$ cat src/rtl/gpio_pkg.sv
// Shared encodings for the GPIO port bank: address modes, register indices
// and port select values.
package gpio_pkg;

  // Address bits [4:3]: how bits [2:0] are interpreted
  typedef enum logic [1:0] {
    MODE_REG     = 2'b00,
    MODE_DIR_BIT = 2'b01,
    MODE_OUT_BIT = 2'b10,
    MODE_IN_BIT  = 2'b11
  } mode_e;

  // Byte-register indices in MODE_REG; 5..7 are reserved
  localparam logic [2:0] REG_DIR    = 3'd0;
  localparam logic [2:0] REG_OUT    = 3'd1;
  localparam logic [2:0] REG_IN     = 3'd2;
  localparam logic [2:0] REG_CHG    = 3'd3;
  localparam logic [2:0] REG_CHG_EN = 3'd4;

  // Address bits [6:5]: port select
  localparam logic [1:0] PORT_A = 2'b00;
  localparam logic [1:0] PORT_B = 2'b01;
  localparam logic [1:0] PORT_C = 2'b10;
  localparam logic [1:0] PORT_D = 2'b11;

  localparam int NUM_PORTS = 4;

endpackage

$ cat src/rtl/gpio_port_bank_if.sv
// External-data-bus slice seen by the GPIO bank: strobes, address and data.
interface gpio_port_bank_if;
  logic       port_wr_n;
  logic       port_rd_n;
  logic [6:0] port_addr;
  logic [7:0] port_wr_data;
  logic [7:0] port_rd_data;

  modport master (
    output port_wr_n, port_rd_n, port_addr, port_wr_data,
    input  port_rd_data
  );

  modport slave (
    input  port_wr_n, port_rd_n, port_addr, port_wr_data,
    output port_rd_data
  );
endinterface

$ cat src/rtl/gpio_port.sv
// One 8-bit GPIO port: DIR/OUT/CHG/CHG_EN registers, input synchronizer,
// change detector and the local read multiplexer.
module gpio_port
  import gpio_pkg::*;
#(
  parameter int SYNC_STAGES = 2
) (
  input  logic       clk,
  input  logic       rst_n,
  input  logic       wr_en_i,
  input  mode_e      mode_i,
  input  logic [2:0] idx_i,
  input  logic [7:0] wr_data_i,
  input  logic [7:0] pad_i,
  output logic [7:0] dir_o,
  output logic [7:0] out_o,
  output logic [7:0] rd_data_o,
  output logic       irq_o
);

  logic [SYNC_STAGES-1:0][7:0] sync_q;
  logic [7:0] in_val;
  logic [7:0] in_prev_q;
  logic [7:0] dir_q, dir_d;
  logic [7:0] out_q, out_d;
  logic [7:0] chg_en_q, chg_en_d;
  logic [7:0] chg_q, chg_d;
  logic [7:0] chg_clr;
  logic [7:0] chg_set;

  assign in_val = sync_q[SYNC_STAGES-1];

  // Synchronizer chain for the asynchronous pads plus the previous-cycle copy
  always_ff @(posedge clk or negedge rst_n) begin
    if (!rst_n) begin
      sync_q    <= '0;
      in_prev_q <= '0;
    end else begin
      sync_q[0] <= pad_i;
      for (int s = 1; s < SYNC_STAGES; s++) begin
        sync_q[s] <= sync_q[s-1];
      end
      in_prev_q <= in_val;
    end
  end

  // Next-state of the software registers; a new change event beats a W1C clear
  always_comb begin
    dir_d    = dir_q;
    out_d    = out_q;
    chg_en_d = chg_en_q;
    chg_clr  = '0;
    if (wr_en_i) begin
      case (mode_i)
        MODE_REG: begin
          case (idx_i)
            REG_DIR:    dir_d    = wr_data_i;
            REG_OUT:    out_d    = wr_data_i;
            REG_CHG:    chg_clr  = wr_data_i;
            REG_CHG_EN: chg_en_d = wr_data_i;
            default: ;
          endcase
        end
        MODE_DIR_BIT: dir_d[idx_i] = wr_data_i[0];
        MODE_OUT_BIT: out_d[idx_i] = wr_data_i[0];
        default: ;
      endcase
    end
    chg_set = (in_val ^ in_prev_q) & chg_en_q;
    chg_d   = chg_set | (chg_q & ~chg_clr);
  end

  // Register update
  always_ff @(posedge clk or negedge rst_n) begin
    if (!rst_n) begin
      dir_q    <= '0;
      out_q    <= '0;
      chg_en_q <= '0;
      chg_q    <= '0;
    end else begin
      dir_q    <= dir_d;
      out_q    <= out_d;
      chg_en_q <= chg_en_d;
      chg_q    <= chg_d;
    end
  end

  // Local read mux; bit modes return the selected bit in position 0
  always_comb begin
    rd_data_o = '0;
    case (mode_i)
      MODE_REG: begin
        case (idx_i)
          REG_DIR:    rd_data_o = dir_q;
          REG_OUT:    rd_data_o = out_q;
          REG_IN:     rd_data_o = in_val;
          REG_CHG:    rd_data_o = chg_q;
          REG_CHG_EN: rd_data_o = chg_en_q;
          default:    rd_data_o = '0;
        endcase
      end
      MODE_DIR_BIT: rd_data_o = {7'b0, dir_q[idx_i]};
      MODE_OUT_BIT: rd_data_o = {7'b0, out_q[idx_i]};
      MODE_IN_BIT:  rd_data_o = {7'b0, in_val[idx_i]};
      default:      rd_data_o = '0;
    endcase
  end

  assign dir_o = dir_q;
  assign out_o = out_q;
  assign irq_o = |(chg_q & chg_en_q);

endmodule

$ cat src/rtl/gpio_port_bank.sv
// Four-port GPIO responder for the 0x8000-0x807F external-data window:
// write-strobe edge detect, port decode, registered read data and the
// combined change interrupt.
module gpio_port_bank
  import gpio_pkg::*;
#(
  parameter int SYNC_STAGES = 2
) (
  input  logic              clk,
  input  logic              rst_n,
  gpio_port_bank_if.slave   bus,
  output logic [31:0]       gpio_o,
  output logic [31:0]       gpio_oe,
  input  logic [31:0]       gpio_i,
  output logic              gpio_irq
);

  logic       wr_n_q;
  logic       wr_stb;
  logic [1:0] port_sel;
  mode_e      mode;
  logic [2:0] idx;
  logic [7:0] port_rd [NUM_PORTS];
  logic [NUM_PORTS-1:0] port_irq;
  logic [7:0] rd_data_q;
  logic       irq_q;

  assign port_sel = bus.port_addr[6:5];
  assign mode     = mode_e'(bus.port_addr[4:3]);
  assign idx      = bus.port_addr[2:0];

  // A write fires only on the cycle wr_n is first seen low; resetting the
  // delayed copy to 0 keeps a strobe held through reset from writing
  assign wr_stb = ~bus.port_wr_n & wr_n_q;

  // Delayed copy of the write strobe for falling-edge detection
  always_ff @(posedge clk or negedge rst_n) begin
    if (!rst_n) begin
      wr_n_q <= 1'b0;
    end else begin
      wr_n_q <= bus.port_wr_n;
    end
  end

  for (genvar p = 0; p < NUM_PORTS; p++) begin : g_port
    gpio_port #(
      .SYNC_STAGES (SYNC_STAGES)
    ) u_port (
      .clk       (clk),
      .rst_n     (rst_n),
      .wr_en_i   (wr_stb && (port_sel == 2'(p))),
      .mode_i    (mode),
      .idx_i     (idx),
      .wr_data_i (bus.port_wr_data),
      .pad_i     (gpio_i[8*p +: 8]),
      .dir_o     (gpio_oe[8*p +: 8]),
      .out_o     (gpio_o[8*p +: 8]),
      .rd_data_o (port_rd[p]),
      .irq_o     (port_irq[p])
    );
  end

  // Read data reloads every cycle rd_n is low, except while a write is active
  always_ff @(posedge clk or negedge rst_n) begin
    if (!rst_n) begin
      rd_data_q <= '0;
    end else if (!bus.port_rd_n && bus.port_wr_n) begin
      rd_data_q <= port_rd[port_sel];
    end
  end

  // Registered OR of every port's enabled change flags
  always_ff @(posedge clk or negedge rst_n) begin
    if (!rst_n) begin
      irq_q <= 1'b0;
    end else begin
      irq_q <= |port_irq;
    end
  end

  assign bus.port_rd_data = rd_data_q;
  assign gpio_irq         = irq_q;

endmodule

$ cat src/flat_wrapper.sv
// flat-port wrapper written by rule: the top's interface ports become plain ports
module gpio_port_bank_flat import gpio_pkg::*;
#(
  parameter int SYNC_STAGES = 2
)
  (clk, rst_n, gpio_o, gpio_oe, gpio_i, gpio_irq, bus_port_wr_n, bus_port_rd_n, bus_port_addr, bus_port_wr_data, bus_port_rd_data);
  gpio_port_bank_if bus_i ();
  input  logic clk;
  input  logic rst_n;
  output logic [31:0] gpio_o;
  output logic [31:0] gpio_oe;
  input  logic [31:0] gpio_i;
  output logic gpio_irq;
  input wire logic [$bits(bus_i.port_wr_n)-1:0] bus_port_wr_n;
  input wire logic [$bits(bus_i.port_rd_n)-1:0] bus_port_rd_n;
  input wire logic [$bits(bus_i.port_addr)-1:0] bus_port_addr;
  input wire logic [$bits(bus_i.port_wr_data)-1:0] bus_port_wr_data;
  output wire logic [$bits(bus_i.port_rd_data)-1:0] bus_port_rd_data;
  assign bus_i.port_wr_n = bus_port_wr_n;
  assign bus_i.port_rd_n = bus_port_rd_n;
  assign bus_i.port_addr = bus_port_addr;
  assign bus_i.port_wr_data = bus_port_wr_data;
  assign bus_port_rd_data = bus_i.port_rd_data;
  gpio_port_bank #(.SYNC_STAGES(SYNC_STAGES)) u_core (.clk(clk), .rst_n(rst_n), .bus(bus_i), .gpio_o(gpio_o), .gpio_oe(gpio_oe), .gpio_i(gpio_i), .gpio_irq(gpio_irq));
endmodule
$ cat config.mk
export PLATFORM = sky130hd
export DESIGN_NAME = gpio_port_bank_flat
export DESIGN_NICKNAME = d
export VERILOG_FILES = /design/src/rtl/gpio_pkg.sv /design/src/rtl/gpio_port_bank_if.sv /design/src/rtl/gpio_port.sv /design/src/rtl/gpio_port_bank.sv /design/src/flat_wrapper.sv
export SDC_FILE = /design/constraint.sdc
export NUM_CORES = 1
export LEC_CHECK = 0
export ABC_AREA = 1
export CAP_MARGIN = 20
export CORE_UTILIZATION = 45
export DETAILED_ROUTE_END_ITERATION = 8
export PLACE_DENSITY = 0.66
export SYNTH_ARGS = -nofsm -noshare
export SYNTH_HDL_FRONTEND = slang
export SYNTH_SLANG_ARGS = --single-unit
$ cat constraint.sdc
create_clock -name clk -period 1.6 [get_ports clk]
set_input_delay 0.48 -clock clk [delete_from_list [all_inputs] [get_ports clk]]
set_output_delay 0.48 -clock clk [all_outputs]
set_load 0.05 [all_outputs]
==> impl_results.md, run 1 <==
* Synth cell count leaders: nand2_1 (426), dfrtp_1 (234), o21ai_0 (142)
* Mapped cell area at 10840 µm²
* Final Util at 69.03%
* Share of cells above drive strength 1 at 29.10%
* Fin Clk Skew at 0.01607 ns
* Vias at 11250
* CP max stage delay at 0.40 ns
* Starting density of the core at 46.04%
* ANT nets after route at 0
* Die height at 157.2 µm
* Post-synth EDFFs at 0
* Seq/Total Area, Yosys at 54.02%
* Seq cells post-synth at around 230
* CP Cell Sequence: buf_6 > buf_12
* Hold WS at ~0.35 ns
* Status: complete, but fails checks
* Arrival @ worst endpoint at between 1 and 1.5 ns
* Final setup viols at 38
* Area of the multi-input gates at ~4500 µm²
* Startpoint types: flop
* Worst Setup Slack, final at -0.08430 ns
* Pre-antenna DRT Iters at 6
* Critical Path RT at 1.12 ns
* CTS HTree Levels at 1
* P_leak at roughly 7.4 nW
* Largest net degree at the start of global routing at 46
* Final Cell Area at 16250 µm²
* DR vias/cell at 5.603
* Vias in the first global route at 10950
* Syn avg cell area at approximately 8.2 µm²
* Fin. Hold Viols at 0
* Fin crit period at 1.684 ns
* Gp weighted congestion at 1.003
* Non-Filler Instances at 2007
* Initial antenna violation count at 0
* DP Cell Count at 1891
* Synth area leader: dfrtp_1
* Row count at 56
* Peak Freq at between 500 and 600 MHz
* DRC at 0
* I/O pins at between 100 and 150
* Yosys top cell area share at a little over half
* GRT overflow at 0
* Root Driver: clkbuf_16
* Max IR drop VDD at between 1 and 1.5 mV
* Routed wire length per instance at around 23 µm
* Hold/Removal Path Class: flop to flop
* Detailed Route Iter0 Violations at roughly 1200
* Critical path peak fanout at 2
* Slew headroom at 66.56%
* Chip Width at around 160 µm
* Area added between synthesis and finish at 49.94%
* Clock-pin slew on the worst setup and hold paths at 0.06 ns
* Fill count at 1914
* First-pass GRT wire length at 67210 µm
* Ranking of synthesized cells by area: dfrtp_1 (54%), nand2_1 (15%), o21ai_0 (6.6%)
* Most frequent cell after synthesis: nand2_1
* Fin crit share at 105.3%
* Async SR Flop Fraction at 100.0%
* Buf/Inv on CP at 2
* Setup CP Type: flop to primary output
* Netlist cell types at 36
* TritonCTS clock tree: built
* Mapped Cells at 1319
* Synth warn at 0
* Max Slew Vio Count at 0
* Count of clock tree sinks at between 200 and 250
* Final wirelength at 45750 µm
* Total GRT Usage at 37.72%
* Max Root-Sink Buffers at 3
* Mapped Nets at 1370
* Violated checks: setup timing
* Clock latency on the worst-skew pair at 0.54 ns
* Crit path max-delay family: flip-flops
* Critical Path Sink Type: primary output
* CTS Buf Count at 24
* DPL Wire Length at 34150 µm
* Power Dens Cells at 1129 nW/µm²
* Nets at 1720
* Die footprint at about 25000 µm²
* Max cap viols at 0
* DP Area at approximately 15000 µm²
* Synth Flop Type: dfrtp_1
* Setup TNS at -0.7235 ns
* Buffers added on ports at 123
* RSZ-0062 raised after global routing: yes
* Slowest stage cell, crit path: dfrtp_1
* Sequential cell area at just under 6000 µm²
* Core area at 23540 µm²
* Worst-Margin Slew at about 0.50 ns
==> worst reg2reg max path, stage by stage, from the launching register on <==
cell and delay, ns:
dfrtp_1 0.40, buf_4 0.15, inv_4 0.06, nand2_1 0.05
o211ai_1 0.17, nand3_1 0.15, nand3_2 0.12, nand3_1 0.07
nand2_1 0.06, nand2_1 0.05, nor2_1 0.11, a21oi_1 0.07
==> stage by stage <==
step	total power, W	setup WS (ns)
final	0.01834	-0.08430
after global routing	0.01891	-0.1028
after CTS	0.01818	-0.08469
after detailed placement	0.01201	-0.9078
after global placement	0.01197	-0.9582
after floorplan	0.009046	-0.06792
==> layer usage <==
| metal | share of wire (%) | wire (µm) | global-route usage (%) | vias up |
|---|---|---|---|---|
| li1 | - | - | - | 5047 |
| met1 | 41 | 18640 | 49.86 | 5469 |
| met2 | 46 | 21260 | 60.79 | 608 |
| met3 | 7.3 | 3361 | 4.736 | 121 |
| met4 | 5.4 | 2482 | 19.83 | 0 |
| met5 | 0 | 0 | 0 | - |
==> power by group <==
part	internal, W	switching [W]	total, W
clock network	0.00337	0.00238	0.00575
logic	0.00252	0.00304	0.00556
registers	0.00646	0.000579	0.00704
==> timing repair <==
| action | CTS | global route |
|---|---|---|
| pin swaps | 2 | 11 |
| hold buffers | 1 | 0 |
| endpoints found under the setup margin | 207 | 157 |
| setup buffers | 67 | 15 |
| resized for setup | 63 | 69 |
| endpoints found under the hold margin | 30 | 0 |
==> worst paths after layout <==
| path | start | endpoint | slack (ns) | depth (start not counted) |
|---|---|---|---|---|
| max in group asynchronous | rst_n | u_core.bus.port_rd_data[2] | 0.52 | 3 |
| hold / removal | u_core.g_port[2].u_port.sync_q[3] | u_core.g_port[2].u_port.in_val[3] | 0.35 | 0 |
| min in group asynchronous | rst_n | u_core.bus.port_rd_data[6] | 0.43 | 2 |
| hold reg to reg | u_core.g_port[2].u_port.sync_q[3] | u_core.g_port[2].u_port.in_val[3] | 0.35 | 0 |
| setup reg to reg | u_core.g_port[2].u_port.dir_o[3] | u_core.bus.port_rd_data[0] | 0.04 | 11 |
| setup / recovery | u_core.g_port[1].u_port.out_o[6] | gpio_o[14] | -0.08 | 2 |
==> area by class of cell <==
type,count,area share (%)
Antenna cell,1,0.01540
Inverter,124,2.941
Clock inverter,10,0.6544
Sequential cell,234,36.33
Clock buffer,34,4.304
Tap cell,319,2.456
Timing Repair Buffer,369,25.64
Multi-Input combinational cell,916,27.66
==> state kept, by name, summed over array words and instances, names as in the netlist <==
register	count
u_core.g_port.u_port.sync_q	32
u_core.g_port.u_port.chg_q	32
u_core.g_port.u_port.in_val	32
u_core.gpio_irq	1
u_core.g_port.u_port.out_o	32
u_core.bus.port_rd_data	8
u_core.g_port.u_port.chg_en_q	32
u_core.g_port.u_port.dir_o	32
u_core.g_port.u_port.in_prev_q	32
u_core.wr_n_q	1
==> kinds of logic (layout without fill, tap and decap cells) <==
kind of cell / after synthesis / count (layout) / synth area share [%]
compound gates: 298 / 298 / 14.98
simple gates: 603 / 603 / 23.26
other cells: 0 / 1 / 0
buf+inv: 169 / 537 / 6.499
mux: 1 / 1 / 0.1039
xor+xnor: 14 / 14 / 1.131
flops: 234 / 234 / 54.02
==> cells in the final DEF, fill, tap and decap left out, types with 14 or more instances in the layout <==
| cell type | count |
|---|---|
| nand2_1 | 421 |
| buf_4 | 211 |
| dfrtp_1 | 195 |
| o21ai_0 | 129 |
| buf_12 | 99 |
| inv_1 | 97 |
| o21ai_1 | 89 |
| nand3_1 | 74 |
| clkdlybuf4s50_1 | 42 |
| dfrtp_2 | 39 |
| nor2_1 | 36 |
| clkbuf_16 | 25 |
| inv_2 | 23 |
| a21oi_1 | 21 |
| nand4_1 | 16 |
| o22ai_1 | 16 |
| nor2_4 | 15 |
| xnor2_1 | 14 |
Note: power is estimated with default switching activity, not from simulation.
==> inputs of run 2 (changes only) <==
Settings changed: CORE_ASPECT_RATIO from default to 0.6, PLACE_DENSITY 0.66 to 0.69.
Clock period 1.6 ns to 1.4 ns, I/O delays scaled along.
==> impl_results.md, run 2 (synthesis gave the netlist of run 1 again) <==
* DPL Wire Length at 37290 µm (was 34150 µm)
* Worst Setup Slack, final at -0.2814 ns (was -0.08430 ns)
* Slowest stage cell, crit path: dfrtp_1 (unchanged)
* CTS HTree Levels at 1 (unchanged)
* Share of cells above drive strength 1 at 42.87% (was 29.10%)
* Fin crit period at 1.681 ns
* Setup TNS at -18.02 ns (was -0.7235 ns)
* Final Util at 78.84% (was 69.03%)
* Fin. Hold Viols at 0 (unchanged)
* Detailed Route Iter0 Violations at 1600 (was 1240)
* Crit path max-delay family: flip-flops (unchanged)
* Chip Width at 202.4 µm (was 157.2 µm)
* Violated checks: setup timing (unchanged)
* Final setup viols at 150 (was 38)
* Pre-antenna DRT Iters at 7 (was 6)
* Clock-pin slew on the worst setup and hold paths at 0.08 ns (was 0.06 ns)
* Max Slew Vio Count at 0 (unchanged)
* Arrival @ worst endpoint at 1.26 ns (was 1.20 ns)
* Power Dens Cells at 1205 nW/µm² (was 1129 nW/µm²)
* Starting density of the core at 46.42% (was 46.04%)
* Fin crit share at 120.1%
* Row count at 43 (was 56)
* Critical Path Sink Type: primary output (unchanged)
* Max IR drop VDD at 1.235 mV (was 1.025 mV)
* Max cap viols at 0 (unchanged)
* Gp weighted congestion at 1.043 (was 1.003)
* Setup CP Type: flop to primary output (unchanged)
* Final wirelength at 52620 µm (was 45750 µm)
* ANT nets after route at 0 (unchanged)
* DR vias/cell at 5.820 (was 5.603)
* Peak Freq at between 500 and 600 MHz
* Area of the multi-input gates at 5224 µm² (was 4496 µm²)
* Clock latency on the worst-skew pair at 0.54 ns (about the same)
* Core area at 23350 µm² (was 23540 µm²)
* Max Root-Sink Buffers at 3 (unchanged)
* Hold/Removal Path Class: primary input to flop (was flop to flop)
* Die footprint at 24730 µm² (was 24710 µm²)
* DRC at 0 (unchanged)
* CP max stage delay at 0.42 ns (was 0.40 ns)
* CP Cell Sequence: buf_6 > buf_12 (unchanged)
* Buf/Inv on CP at 2 (unchanged)
* RSZ-0062 raised after global routing: yes (unchanged)
* Fill count at 1480 (was 1914)
* Initial antenna violation count at 1 (was 0)
* Nets at 1866 (was 1720)
* GRT overflow at 0 (unchanged)
* Buffers added on ports at 123 (unchanged)
* Most frequent cells in the layout: nand2_1 (334), buf_4 (278), dfrtp_1 (220), o21ai_1 (117), buf_12 (99) (was nand2_1 (421), buf_4 (211), dfrtp_1 (195), o21ai_0 (129), buf_12 (99))
* Sequential cell area at 5873 µm² (was 5904 µm²)
* P_leak at 8.446 nW (was 7.357 nW)
* Routed wire length per instance at 24.51 µm (was 22.79 µm)
* Vias in the first global route at 11980 (was 10950)
* Root Driver: clkbuf_16 (unchanged)
* Die height at 122.2 µm (was 157.2 µm)
* Area added between synthesis and finish at 69.84% (was 49.94%)
* CTS Buf Count at 22 (was 24)
* Total GRT Usage at 40.94% (was 37.72%)
* Critical path peak fanout at 2 (unchanged)
* TritonCTS clock tree: built (unchanged)
* Status: complete, but fails checks (unchanged)
* Largest net degree at the start of global routing at 41 (was 46)
* Count of clock tree sinks at 234 (unchanged)
* Startpoint types: flop (unchanged)
* Vias at 12500 (was 11250)
* I/O pins at 124 (unchanged)
* Slew headroom at 71.79% (was 66.56%)
* Commonest non-fill, non-tap cell in the layout: nand2_1 (unchanged)
* Fin Clk Skew at 0.01570 ns (was 0.01607 ns)
* Worst-Margin Slew at 0.4203 ns (was 0.5017 ns)
* Critical Path RT at 0.98 ns (was 1.12 ns)
* First-pass GRT wire length at 73780 µm (was 67210 µm)
[run 2: cell count changes in the layout (fill, tap and decap cells not counted), sizes merged, moves of 2 or more]
cell | before | now
dlygate4sd2 | 1 | 4
clkinv | 7 | 4
dlymetal6s2s | 2 | 0
buf | 320 | 465
[run 2: repair_timing]
| action | in CTS | in global routing |
|---|---|---|
| gates resized for setup | 185 | 260 |
| gates cloned | 2 | 3 |
| endpoints found under the hold margin | 30 | 0 |
| pin swaps | 33 | 80 |
| hold buffers | 1 | 0 |
| buffers inserted | 80 | 27 |
| endpoints found under the setup margin | 210 | 175 |
[run 2: routing by layer]
| metal | GRT usage [%] | wire length, µm | vias up |
|---|---|---|---|
| li1 | - | - | 5356 |
| met1 | 59.94 | 21070 | 5995 |
| met2 | 58.37 | 21390 | 949 |
| met3 | 12.08 | 7891 | 196 |
| met4 | 12.36 | 2265 | 0 |
| met5 | 0 | 0 | - |
[run 2: layout make-up]
cell class | count | area share [%]
flip-flops and latches | 234 | 31.90
diodes | 1 | 0.01359
clock buffers | 30 | 3.432
clock inverters | 10 | 0.7272
multi-input cells | 916 | 28.38
repair buffers | 517 | 30.65
inverters | 124 | 2.759
well taps | 315 | 2.141
[run 2: where the power goes]
part,switching (W),total [W],internal [W]
clock,0.00274,0.00647,0.00373
sequential,0.000519,0.00787,0.00735
combinational,0.00417,0.00784,0.00367
total,0.00743,0.0222,0.0148
[run 2: final timing paths]
| kind | start | endpoint | slack [ns] | cells after the start |
|---|---|---|---|---|
| worst min-delay path | bus_port_wr_n | u_core.wr_n_q | 0.18 | 1 |
| max in group asynchronous | rst_n | u_core.g_port[1].u_port.out_o[5] | 0.37 | 3 |
| worst max-delay path | u_core.g_port[2].u_port.dir_o[0] | gpio_oe[16] | -0.28 | 2 |
| worst max register to register | u_core.wr_n_q | u_core.g_port[1].u_port.dir_o[4] | -0.20 | 9 |
| min in group asynchronous | rst_n | u_core.g_port[1].u_port.in_prev_q[5] | 0.39 | 2 |
| worst min register to register | u_core.g_port[1].u_port.sync_q[0] | u_core.g_port[1].u_port.in_val[0] | 0.35 | 0 |
[run 2: per-stage QoR]
stage	total power (W)	area, µm²	cells	setup slack, ns	hold WS [ns]
2_1_floorplan	0.01038	11090	1319	-0.2079	0.1244
3_3_place_gp	0.01422	15470	2002	-1.053	0.3318
3_5_place_dp	0.01430	15470	2002	-1.043	0.3347
4_1_cts	0.02152	17380	2118	-0.2679	0.1703
5_1_grt	0.02276	18410	2146	-0.2843	0.1711
6_report	0.02218	18410	2147	-0.2814	0.1837
